==> src/rtl/shift_reg_seq.sv <==
// shift_reg_seq: command sequencer for a 4-bit shift/rotate/load register.
//
// A host hands over one command at a time on a valid/ready handshake. The
// sequencer latches the register controls, then holds o_enb high for the
// commanded number of cycles and pulses o_done when it finishes.
//
// Optional feature macro: SHIFT_REG_SEQ_QUEUE_EN
//   When defined, a one-entry command buffer lets the next command start
//   with no idle cycle between commands.
//
// Ports:
//   i_clk, i_rst        clock, asynchronous active-high reset
//   i_cmd_valid         command present
//   o_cmd_ready         command can be accepted
//   i_cmd_op            00 shift, 01 rotate, 10 load, 11 illegal
//   i_cmd_dir           0 left, 1 right
//   i_cmd_steps         shift/rotate cycle count
//   i_cmd_data          parallel load value
//   i_cmd_sin           serial fill bit
//   o_enb, o_modo, o_dir, o_d, o_s_in   register controls
//   o_busy              command executing
//   o_done, o_err       one-cycle completion / illegal-op pulses
//   o_steps_left        remaining enable cycles, including the current one
module shift_reg_seq #(
    parameter int unsigned CNT_W = 4
) (
    input  logic             i_clk,
    input  logic             i_rst,
    input  logic             i_cmd_valid,
    output logic             o_cmd_ready,
    input  logic [1:0]       i_cmd_op,
    input  logic             i_cmd_dir,
    input  logic [CNT_W-1:0] i_cmd_steps,
    input  logic [3:0]       i_cmd_data,
    input  logic             i_cmd_sin,
    output logic             o_enb,
    output logic [1:0]       o_modo,
    output logic             o_dir,
    output logic [3:0]       o_d,
    output logic             o_s_in,
    output logic             o_busy,
    output logic             o_done,
    output logic             o_err,
    output logic [CNT_W-1:0] o_steps_left
);

    localparam logic [1:0] OpLoad    = 2'b10;
    localparam logic [1:0] OpIllegal = 2'b11;

    typedef enum logic {StIdle, StRun} state_e;

    state_e           r_state;
    logic [CNT_W-1:0] r_steps_left;
    logic [1:0]       r_modo;
    logic             r_dir;
    logic [3:0]       r_d;
    logic             r_s_in;
    logic             r_done;
    logic             r_err;

    logic             w_accept;
    logic             w_last;
    // Command being started at this edge, from the ports or the buffer.
    logic             w_launch;
    logic [1:0]       w_l_op;
    logic             w_l_dir;
    logic [CNT_W-1:0] w_l_steps;
    logic [3:0]       w_l_data;
    logic             w_l_sin;

    assign w_accept = i_cmd_valid & o_cmd_ready;
    assign w_last   = (r_state == StRun) && (r_steps_left == CNT_W'(1));

`ifdef SHIFT_REG_SEQ_QUEUE_EN
    logic             r_q_valid;
    logic [1:0]       r_q_op;
    logic             r_q_dir;
    logic [CNT_W-1:0] r_q_steps;
    logic [3:0]       r_q_data;
    logic             r_q_sin;
    logic             w_q_runnable;
    logic             w_from_q;
    logic             w_store;

    assign o_cmd_ready  = ~r_q_valid;
    assign w_store      = w_accept && (r_state == StRun);
    // Only commands that produce ENB cycles can chain without a bubble; a
    // zero-step or illegal entry retires from IDLE so its DONE gets its own slot.
    assign w_q_runnable = (r_q_op == OpLoad) ||
                          ((r_q_op != OpIllegal) && (r_q_steps != '0));

    always_comb begin
        w_launch  = 1'b0;
        w_from_q  = 1'b0;
        w_l_op    = i_cmd_op;
        w_l_dir   = i_cmd_dir;
        w_l_steps = i_cmd_steps;
        w_l_data  = i_cmd_data;
        w_l_sin   = i_cmd_sin;
        if (r_state == StIdle) begin
            if (r_q_valid) begin
                w_from_q = 1'b1;
                w_launch = 1'b1;
            end else if (w_accept) begin
                w_launch = 1'b1;
            end
        end else if (w_last && r_q_valid && w_q_runnable) begin
            w_from_q = 1'b1;
            w_launch = 1'b1;
        end
        if (w_from_q) begin
            w_l_op    = r_q_op;
            w_l_dir   = r_q_dir;
            w_l_steps = r_q_steps;
            w_l_data  = r_q_data;
            w_l_sin   = r_q_sin;
        end
    end

    always_ff @(posedge i_clk or posedge i_rst) begin
        if (i_rst) begin
            r_q_valid <= 1'b0;
            r_q_op    <= 2'b00;
            r_q_dir   <= 1'b0;
            r_q_steps <= '0;
            r_q_data  <= 4'b0000;
            r_q_sin   <= 1'b0;
        end else if (w_store) begin
            r_q_valid <= 1'b1;
            r_q_op    <= i_cmd_op;
            r_q_dir   <= i_cmd_dir;
            r_q_steps <= i_cmd_steps;
            r_q_data  <= i_cmd_data;
            r_q_sin   <= i_cmd_sin;
        end else if (w_from_q) begin
            r_q_valid <= 1'b0;
        end
    end
`else
    assign o_cmd_ready = (r_state == StIdle);

    always_comb begin
        w_launch  = w_accept;
        w_l_op    = i_cmd_op;
        w_l_dir   = i_cmd_dir;
        w_l_steps = i_cmd_steps;
        w_l_data  = i_cmd_data;
        w_l_sin   = i_cmd_sin;
    end
`endif

    always_ff @(posedge i_clk or posedge i_rst) begin
        if (i_rst) begin
            r_state      <= StIdle;
            r_steps_left <= '0;
            r_modo       <= 2'b00;
            r_dir        <= 1'b0;
            r_d          <= 4'b0000;
            r_s_in       <= 1'b0;
            r_done       <= 1'b0;
            r_err        <= 1'b0;
        end else begin
            r_done <= 1'b0;
            r_err  <= 1'b0;
            if (r_state == StRun) begin
                r_steps_left <= r_steps_left - CNT_W'(1);
                if (w_last) begin
                    r_state <= StIdle;
                    r_done  <= 1'b1;
                end
            end
            // A launch at the final RUN edge overrides the return to IDLE.
            if (w_launch) begin
                if (w_l_op == OpIllegal) begin
                    r_done <= 1'b1;
                    r_err  <= 1'b1;
                end else begin
                    r_modo <= w_l_op;
                    r_dir  <= w_l_dir;
                    r_d    <= w_l_data;
                    r_s_in <= w_l_sin;
                    if (w_l_op == OpLoad) begin
                        r_state      <= StRun;
                        r_steps_left <= CNT_W'(1);
                    end else if (w_l_steps != '0) begin
                        r_state      <= StRun;
                        r_steps_left <= w_l_steps;
                    end else begin
                        r_done <= 1'b1;
                    end
                end
            end
        end
    end

    assign o_enb        = (r_state == StRun);
    assign o_busy       = (r_state == StRun);
    assign o_modo       = r_modo;
    assign o_dir        = r_dir;
    assign o_d          = r_d;
    assign o_s_in       = r_s_in;
    assign o_done       = r_done;
    assign o_err        = r_err;
    assign o_steps_left = r_steps_left;

endmodule

==> config.mk <==
export PLATFORM = sky130hd
export DESIGN_NAME = shift_reg_seq
export DESIGN_NICKNAME = d
export VERILOG_FILES = /design/src/rtl/shift_reg_seq.sv
export SDC_FILE = /design/constraint.sdc
export NUM_CORES = 1
export LEC_CHECK = 0
export BUFFER_PORTS_ARGS = -buffer_cell sky130_fd_sc_hd__buf_2
export CORE_MARGIN = 5
export CORE_UTILIZATION = 49
export CTS_BUF_LIST = sky130_fd_sc_hd__clkbuf_8
export DETAILED_ROUTE_END_ITERATION = 8
export PLACE_DENSITY = 0.81
export SLEW_MARGIN = 20
export SYNTH_ARGS = -nofsm -noshare
export SYNTH_HDL_FRONTEND = slang
export SYNTH_SLANG_ARGS = --single-unit
==> constraint.sdc <==
create_clock -name i_clk -period 1.9 [get_ports i_clk]
set_input_delay 0.285 -clock i_clk [delete_from_list [all_inputs] [get_ports i_clk]]
set_output_delay 0.285 -clock i_clk [all_outputs]
set_load 0.05 [all_outputs]
After elaboration in Yosys (flattened, before gate mapping)
Index checks and enable logic that the tools add are counted.
{"block": "word_totals", "register_bits": 15, "output_inout_bits": 17, "wordCells": 37}
{"block": "op_classes", "n_addsub": 1, "n_eq_ne": 3, "mux": 19, "bitwise": 3, "reduce_logical": 3}
{"operator": "two-way mux 4 bit", "count": 5}
{"operator": "two-way mux 1 bit", "count": 14}
{"operator": "equality test 2 bit (second input constant)", "count": 2}
{"operator": "equality test 4 x 1 -> 1 bit (second input constant)", "count": 1}
{"operator": "nonzero test 4 bit", "count": 1}
{"operator": "subtractor 4 x 1 -> 4 bit (second input constant)", "count": 1}
{"operator": "NOT 1 bit", "count": 2}
{"operator": "AND reduction 2 bit", "count": 1}
{"operator": "bitwise AND 1 bit", "count": 1}
{"operator": "logical AND 1 bit", "count": 1}

Longest topological paths before layout
Gate-level depths: netlist of the first run.
{"block": "depth", "ltp_word": 8, "depth_mapped": 6, "mapped_depth_nobuf": 6}

Worst setup path after synthesis of the first run
No wires, ideal clock.
{"block": "synth_timing", "kind": "reg2reg", "start": "register r_state (netlist: o_busy)", "end": "register r_d[0] (netlist: o_d[0])", "t_arrival_ns": 1.505, "required_ns": 1.775, "path_slack_ns": 0.270, "path_stages_with_launch": 6, "period_less_slack_ns": 1.630, "cell_sequence": "dfrtp_1 > buf_6 > nand2b_4 > a21oi_4 > buf_8 > mux2_4"}
{"block": "synth_between", "elab_chain_cells": 3}
{"element": "start: declaration", "line_no": "52", "source": "state_e r_state;"}
{"element": "start signal: assignment", "line_no": "154", "source": "r_state <= StIdle;"}
{"element": "start signal: assignment", "line_no": "168", "source": "r_state <= StIdle;"}
{"element": "start signal: assignment", "line_no": "183", "source": "r_state <= StRun;"}
{"element": "NOT 1 bit", "line_no": "140", "source": "assign o_cmd_ready = (r_state == StIdle);"}
{"element": "bitwise AND 1 bit", "line_no": "71", "source": "assign w_accept = i_cmd_valid & o_cmd_ready;"}
{"element": "AND reduction 2 bit (no source line)"}
{"element": "end signal: assignment", "line_no": "180", "source": "r_d <= w_l_data;"}
{"element": "end: declaration", "line_no": "56", "source": "logic [3:0] r_d;"}
Every way passes these cells.
A chain may end at the register's enable or synchronous reset.

Worst setup path in the final report of the first run
{"block": "layout_timing", "start": "register r_state (netlist: o_busy)", "end": "output port o_cmd_ready"}
{"block": "layout_between", "elab_chain_cells": 1}
{"element": "NOT 1 bit", "line_no": "140"}
{"element": "end: declaration", "line_no": "30", "source": "output logic o_cmd_ready,"}
Every way passes these cells.

==> results.sh, run 1 <==
export IMPL_clk_latency_ps=240
export IMPL_max_freq_mhz=690
export IMPL_n_antenna_cell=0
export IMPL_vias=586
export IMPL_cp_start_kind="flip-flop"
export IMPL_portBuffers=31
export IMPL_cts_tree="done"
export IMPL_numClockSinks=15
export IMPL_r2r_slack_ps=520
export IMPL_route_detailed_drc=0
export IMPL_synthFlopType="dfrtp_1"
export IMPL_path_cells="buf_4 > inv_1 > buf_2"
export IMPL_grtUsageTotal_pct=13.8
export IMPL_r2r_end="o_s_in"
export IMPL_fp_dieArea_um2=2530
export IMPL_cts_htree_levels=1
export IMPL_slew_headroom_pct=61.9
export IMPL_synth_edf_count=0
export IMPL_drt_vias_per_instance=5.05
export IMPL_path_clk_slew_ps=60
export IMPL_tightest_slew_ps=571
export IMPL_ant_nets=0
export IMPL_crit_family="buffers and inverters"
export IMPL_final_fill_count=126
export IMPL_fin_crit_sh_pct=76.3
export IMPL_status="complete, no violations"
export IMPL_async_reset_ff_share_pct=100
export IMPL_critPathMaxFanout=9
export IMPL_drv_cap=0
export IMPL_dp_cells=112
export IMPL_synthCells=67
export IMPL_cp_num_buf_inv=3
export IMPL_maxSlewViolCount=0
export IMPL_hold_violations=0
export IMPL_syn_nets=84
export IMPL_crit_path_end_kind="primary output"
export IMPL_routed_wl_um=1630
export IMPL_finClkSkew_ps=1.11
export IMPL_antenna_found_initial=0
export IMPL_placed_cell_area_um2=946
export IMPL_rows=14
export IMPL_drive_gt1_share_pct=50.0
export IMPL_syn_avg_cell_area_um2=11.9
export IMPL_fin_crit_ps=1450
export IMPL_rr_worst_depth=3
export IMPL_endpoint="o_cmd_ready"
export IMPL_dpl_hpwl_um=1250
export IMPL_syn_area_um2=797
export IMPL_synth_seq_cells=15
export IMPL_slowest_delay_ps=380
export IMPL_setup_tns_ps=0
export IMPL_grt_pass1_wl_um=2660
export IMPL_ys_types=28
export IMPL_nets=118
export IMPL_timing_rr_start="o_busy"
export IMPL_root_buffer="clkbuf_8"
export IMPL_setup_viol=0
export IMPL_arrival_ps=1170
export IMPL_rsz0062_at_grt="false"
export IMPL_cts_buffers=3
export IMPL_grt_pass1_vias=609
export IMPL_hold_buffers=0
export IMPL_drtIter0Drc=5
export IMPL_die_width_um=50.3
export IMPL_hold_path_class="in -> async"
export IMPL_grt_max_degree=16
export IMPL_start_util_pct=52.3
export IMPL_required_ps=1620
export IMPL_core_area_um2=1520
export IMPL_ys_warn_count=0
export IMPL_cp_startpoint="o_busy"
export IMPL_syn2layout_area_growth_pct=24.5
export IMPL_final_cells=116
export IMPL_routabilityCongestion=0.791
export IMPL_crit_slowest_cell="dfrtp_1"
export IMPL_postCtsSetupBuffers=0
export IMPL_crit_cells=3
export IMPL_ys_seq_area_share_pct=47.1
export IMPL_cts_buffer_depth=2
export IMPL_critPathKind="reg -> out"
export IMPL_die_h_um=50.3
export IMPL_wl_per_cell_um=14.0
export IMPL_cts_resized=0
export IMPL_grt_overflow=0
export IMPL_dr_pass1_iters=4
export IMPL_stdcell_area_um2=992
export IMPL_pin_count=32
[synthesized netlist by cell type, types with 2 or more instances]
master | n | share of area [%]
dfrtp_1 | 15 | 47
o21ai_1 | 2 | 1.3
a21oi_1 | 2 | 1.3
ha_1 | 2 | 3.1
nor2_1 | 6 | 2.8
inv_1 | 4 | 1.9
xnor2_1 | 3 | 3.3
mux2_4 | 6 | 11
nand2_1 | 8 | 3.8
[routing by layer]
metal,wire [um],GRT usage (%),up-vias,share of wire (%)
li1,-,-,288,-
met1,668,17.5,261,41
met2,743,19.7,35,46
met3,209,6.51,2,13
met4,8,6.81,0,0.49
met5,0,0,-,0
[worst min-delay path by stage]
stage / start / endpoint / slack [ps]
finish: i_rst / o_dir / 90
global route: i_rst / o_dir / 140
CTS: i_rst / o_dir / 90
detailed placement: i_rst / o_dir / 360
global placement: i_rst / o_d[0] / 350
floorplan: i_rst / o_busy / 190
[per-stage QoR]
step                      hold WS [ps]  setup slack [ps]  util (%)
final                             89.3               450      65.1
after global routing               137               389      65.1
after CTS                         92.7               442      65.1
after detailed placement           365               536      62.1
after global placement             354               589      62.1
after floorplan                    186               270         -
[flip-flops by register name, summed over array words and instances, names as in the netlist]
signal	cells
o_dir	1
o_d	4
o_done	1
o_err	1
o_modo	2
o_steps_left	4
o_busy	1
o_s_in	1
[layout by cell type (no fill, tap or decap), drive strengths merged, types with 2 or more instances in the layout]
cell type / count
nor3b: 2
nor2: 6
buf: 32
dfrtp: 15
nand2: 8
ha: 2
a21oi: 4
xnor2: 3
clkbuf: 3
nand2b: 2
inv: 4
o21ai: 4
mux2: 6
[area by class of cell]
cell class / count / area, um2 / area share (%)
inverters: 4 / 15.0 / 1.51
clock buffers: 3 / 41.3 / 4.16
repair buffers: 32 / 163 / 16.4
flip-flops and latches: 15 / 375 / 37.8
multi-input cells: 45 / 373 / 37.6
well taps: 16 / 20.0 / 2.02
clock inverters: 1 / 5.00 / 0.504
[cells by family (layout without fill, tap and decap cells)]
logic type,after synthesis,in the layout,share of synthesized area (%)
AND/OR/NAND/NOR,22,22,17.9
multiplexers,7,7,12.6
XOR/XNOR,3,3,3.30
AO/OA/AOI/OAI,11,11,9.89
flip-flops,15,15,47.1
adder cells (fa/ha/maj),2,2,3.14
buffers and inverters,7,40,6.12
Power of run 1 is left out: the tool's default activity adds up to more than one toggle a clock period on the data nets, which glitch-free logic cannot reach.
==> run 2, diff against run 1 <==
ABC_AREA = 1   (was unset)
CORE_UTILIZATION = 43   (was 49)
PLACE_DENSITY = 0.76   (was 0.81)
clock period = 1.3 ns   (was 1.9 ns; I/O delays follow)
==> results.sh, run 2 <==
export IMPL_grt_pass1_vias=669
export IMPL_required_ps=1110
export IMPL_fin_crit_ps=1240
export IMPL_die_h_um=51.9
export IMPL_cp_num_buf_inv=2
export IMPL_route_detailed_drc=0
export IMPL_rr_worst_depth=5
export IMPL_max_freq_mhz=806
export IMPL_layout_commonest_cell="nand2_1"
export IMPL_core_area_um2=1690
export IMPL_cts_tree="done"
export IMPL_placed_cell_area_um2=932
export IMPL_slew_headroom_pct=62.8
export IMPL_rsz0062_at_grt="false"
export IMPL_crit_slowest_cell="dfrtp_2"
export IMPL_syn_avg_cell_area_um2=8.03
export IMPL_die_width_um=51.9
export IMPL_critPathKind="reg -> out"
export IMPL_clk_latency_ps=250
export IMPL_drv_cap=0
export IMPL_layout_setup_ws_ps=60.1
export IMPL_stdcell_area_um2=981
export IMPL_antenna_found_initial=0
export IMPL_setup_viol=0
export IMPL_ant_nets=0
export IMPL_vias=697
export IMPL_wl_per_cell_um=11.9
export IMPL_start_util_pct=44.7
export IMPL_grt_overflow=0
export IMPL_synth_area_leader_cell="dfrtp_1"
export IMPL_fp_dieArea_um2=2690
export IMPL_drive_gt1_share_pct=35.2
export IMPL_cts_htree_levels=1
export IMPL_netlist_area_leader_share_pct=49.8
export IMPL_grtUsageTotal_pct=15.3
export IMPL_maxSlewViolCount=0
export IMPL_highest_layer="met4"
export IMPL_routabilityCongestion=0.854
export IMPL_drt_vias_per_instance=4.81
export IMPL_synthFlopType="dfrtp_1"
export IMPL_synth_seq_cells=15
export IMPL_fin_crit_sh_pct=95.4
export IMPL_finClkSkew_ps=1.29
export IMPL_setup_tns_ps=0
export IMPL_root_buffer="clkbuf_8"
export IMPL_cts_buffer_depth=2
export IMPL_synth_area_leaders="dfrtp_1 (50%), nand2_1 (21%), inv_1 (5.0%), ha_1 (3.3%), nand2_4 (3.0%)"
export IMPL_hold_path_class="in -> async"
export IMPL_nets=146
export IMPL_syn_area_um2=754
export IMPL_path_cells="inv_6 > clkbuf_4"
export IMPL_synthCells=94
export IMPL_yosysMostFrequentCell="nand2_1"
export IMPL_arrival_ps=1040
export IMPL_r2r_slack_ps=130
export IMPL_tightest_slew_ps=558
export IMPL_multiInputGateArea_um2=323
export IMPL_timing_rr_start="o_steps_left[1]"
export IMPL_crit_path_end_kind="primary output"
export IMPL_path_clk_slew_ps=60
export IMPL_postCtsSetupBuffers=0
export IMPL_ff_latch_area_um2=379
export IMPL_numClockSinks=15
export IMPL_critPathMaxFanout=7
export IMPL_routed_wl_um=1730
export IMPL_failed_checks="negative hold slack"
export IMPL_n_antenna_cell=0
export IMPL_crit_family="flip-flops"
export IMPL_final_cell_mix="nand2_1 (43), buf_2 (30), dfrtp_1 (12)"
export IMPL_synth_edf_count=0
export IMPL_wl_met2_um=843
export IMPL_ys_warn_count=0
export IMPL_dpl_hpwl_um=1360
export IMPL_grt_pass1_wl_um=2960
export IMPL_ys_top_cells_by_count="nand2_1 (43), dfrtp_1 (15), inv_1 (10)"
export IMPL_drtIter0Drc=14
export IMPL_pre_cts_ws_ps=165
export IMPL_ys_seq_area_share_pct=49.8
export IMPL_hold_violations=15
export IMPL_dr_wl_met3_um=96
export IMPL_pin_count=32
export IMPL_rows=15
export IMPL_met1_length_um=730
export IMPL_syn_nets=111
export IMPL_cts_buffers=3
export IMPL_holdWs_ps=-15.8
export IMPL_slowest_delay_ps=470
export IMPL_syn2layout_area_growth_pct=30.0
export IMPL_ys_types=18
export IMPL_status="complete, but fails checks"
export IMPL_async_reset_ff_share_pct=100
export IMPL_dr_pass1_iters=4
export IMPL_grt_max_degree=16
export IMPL_cp_start_kind="flip-flop"
export IMPL_final_fill_count=169
export IMPL_portBuffers=31
export IMPL_r2r_end="o_steps_left[1]"
## run 2: repair_timing
action / 4_1_cts / 5_1_grt
gates resized for setup: 0 / 1
hold buffers: 0 / 0
endpoints found under the hold margin: 0 / 0
endpoints found under the setup margin: 0 / 1
## run 2: worst reg2reg max path, cell delays in order (launching register included)
cell	delay [ps]
dfrtp_2	430
inv_1	90
ha_1	230
o21ai_0	220
nand2_1	90
nand2_1	60
## run 2: cell families (layout without fill, tap and decap cells)
| group | Yosys count | after routing | share of synthesized area [%] |
|---|---|---|---|
| DFF | 15 | 15 | 49.8 |
| AOI/OAI and AO/OA | 4 | 4 | 2.98 |
| and+or+nand+nor | 57 | 57 | 34.2 |
| adders and majority gates | 2 | 2 | 3.32 |
| xor gates and xnor gates | 2 | 2 | 2.32 |
| buffers and inverters | 14 | 48 | 7.46 |
## run 2: metrics by stage
stage,util (%),instances
after floorplan,-,94
after global placement,55.2,141
after detailed placement,55.2,141
after CTS,57.9,145
after global routing,58.1,145
final,58.1,145
## run 2: cell type report
class	instances	share of cell area [%]
Clock buffer	3	4.21
Clock inverter	1	0.510
Inverter	13	5.48
Multi-Input combinational cell	65	32.9
Sequential cell	15	38.6
Tap cell	17	2.17
Timing Repair Buffer	31	16.1
## run 2: worst max path at each step
| stage | from | end | slack [ps] | cells past startpoint |
|---|---|---|---|---|
| after detailed placement | o_steps_left[0] | o_steps_left[2] | 170 | 7 |
| after CTS | o_busy | o_cmd_ready | 20 | 2 |
| after global routing | o_busy | o_cmd_ready | 20 | 2 |
| after global placement | o_steps_left[0] | o_steps_left[2] | 200 | 7 |
| final | o_busy | o_cmd_ready | 60 | 2 |
| after floorplan | o_busy | o_d[0] | 10 | 6 |
## run 2: metal layers
| metal | track usage [%] | up-vias |
|---|---|---|
| met3 | 2.01 | 4 |
| met4 | 11.8 | 0 |
| met2 | 23.6 | 24 |
| met5 | 0 | - |
| met1 | 19.0 | 315 |
| li1 | - | 354 |
Power of run 2 is left out for the same reason.
==> run 3, diff against run 2 <==
CORE_MARGIN = unset   (was 5)
CORE_UTILIZATION = 52   (was 43)
PLACE_DENSITY = 0.86   (was 0.76)
clock period = 1.55 ns   (was 1.3 ns; I/O delays follow)
==> results.sh, run 3 (synthesis results as in run 2) <==
export IMPL_status="complete, no violations"
export IMPL_portBuffers=31
export IMPL_critPathKind="reg -> out"
export IMPL_tightest_slew_ps=544
export IMPL_slew_headroom_pct=63.7
export IMPL_root_buffer="clkbuf_8"
export IMPL_grt_pass1_wl_um=2350
export IMPL_fp_dieArea_um2=1610
export IMPL_cp_start_kind="flip-flop"
export IMPL_path_cells="inv_4 > buf_2"
export IMPL_final_fill_count=108
export IMPL_hold_violations=0
export IMPL_crit_path_end_kind="primary output"
export IMPL_slowest_delay_ps=480
export IMPL_fin_crit_ps=1350
export IMPL_routed_wl_um=1640
export IMPL_grtUsageTotal_pct=23.2
export IMPL_grt_overflow=0
export IMPL_maxSlewViolCount=0
export IMPL_cts_htree_levels=1
export IMPL_route_detailed_drc=0
export IMPL_numClockSinks=15
export IMPL_syn2layout_area_growth_pct=28.5
export IMPL_dr_pass1_iters=4
export IMPL_nets=146
export IMPL_final_cell_mix="nand2_1 (43), buf_2 (31), dfrtp_1 (15)"
export IMPL_drive_gt1_share_pct=32.8
export IMPL_drtIter0Drc=12
export IMPL_cts_tree="done"
export IMPL_start_util_pct=57.3
export IMPL_dpl_hpwl_um=1290
export IMPL_hold_buffers=0
export IMPL_rsz0062_at_grt="false"
export IMPL_core_area_um2=1320
export IMPL_die_h_um=40.1
export IMPL_grt_max_degree=16
export IMPL_die_width_um=40.1
export IMPL_cts_buffer_depth=2
export IMPL_cts_buffers=3
export IMPL_grt_pass1_vias=575
export IMPL_pin_count=32
export IMPL_fin_crit_sh_pct=87.0
export IMPL_critPathMaxFanout=7
export IMPL_required_ps=1320
export IMPL_hold_path_class="in -> async"
export IMPL_layout_setup_ws_ps=202
export IMPL_drv_cap=0
export IMPL_n_antenna_cell=0
export IMPL_crit_slowest_cell="dfrtp_1"
export IMPL_cts_resized=0
export IMPL_arrival_ps=1120
export IMPL_ff_latch_area_um2=375
export IMPL_postCtsSetupBuffers=0
export IMPL_setup_tns_ps=0
export IMPL_max_freq_mhz=742
export IMPL_rows=13
export IMPL_finClkSkew_ps=3.61
export IMPL_antenna_found_initial=0
export IMPL_path_clk_slew_ps=70
export IMPL_ant_nets=0
export IMPL_clk_latency_ps=250
export IMPL_pre_cts_ws_ps=368
export IMPL_drt_vias_per_instance=4.95
export IMPL_multiInputGateArea_um2=323
export IMPL_wl_per_cell_um=11.5
export IMPL_vias=708
export IMPL_layout_commonest_cell="nand2_1"
export IMPL_setup_viol=0
export IMPL_routabilityCongestion=0.893
run 3: final cells by class:
| type | count | area share, % |
|---|---|---|
| flip-flops and latches | 15 | 38.7 |
| inverters | 13 | 5.29 |
| repair buffers | 31 | 16.0 |
| clock buffers | 3 | 4.26 |
| clock inverters | 1 | 0.516 |
| multi-input cells | 65 | 33.3 |
| well taps | 15 | 1.94 |
run 3: critical path, delay by kind of cell, from the launching register on:
| kind | cells | cell delay, ps |
|---|---|---|
| buf+inv | 2 | 390 |
| flops | 1 | 480 |
run 3: routing by layer:
metal | part of all wire, % | global-route usage, % | vias up | routed length [um]
met2 | 49 | 37.1 | 30 | 804
met3 | 6.3 | 5.00 | 6 | 103
met4 | 2.6 | 13.8 | 0 | 42
met5 | 0 | 0 | - | 0
li1 | - | - | 347 | -
met1 | 42 | 28.3 | 325 | 692
run 3: metrics by stage:
stage	hold slack (ps)	std cells	cell area, um2	utilization, %
finish	16.2	143	970	73.6
floorplan	134	94	757	-
CTS	41.4	143	970	73.6
global placement	301	139	923	70.1
global route	83.1	143	970	73.6
detailed placement	311	139	923	70.1
run 3: final timing paths:
path,from,end,slack (ps),depth (start not counted)
setup / recovery,o_busy,o_cmd_ready,200,2
hold / removal,i_rst,o_err,20,2
setup reg to reg,o_busy,o_d[0],360,6
hold reg to reg,o_s_in,o_s_in,480,2
max in group asynchronous,i_rst,o_steps_left[2],1170,2
min in group i_clk,i_cmd_data[2],o_d[2],180,3
Power of run 3 is left out for the same reason.
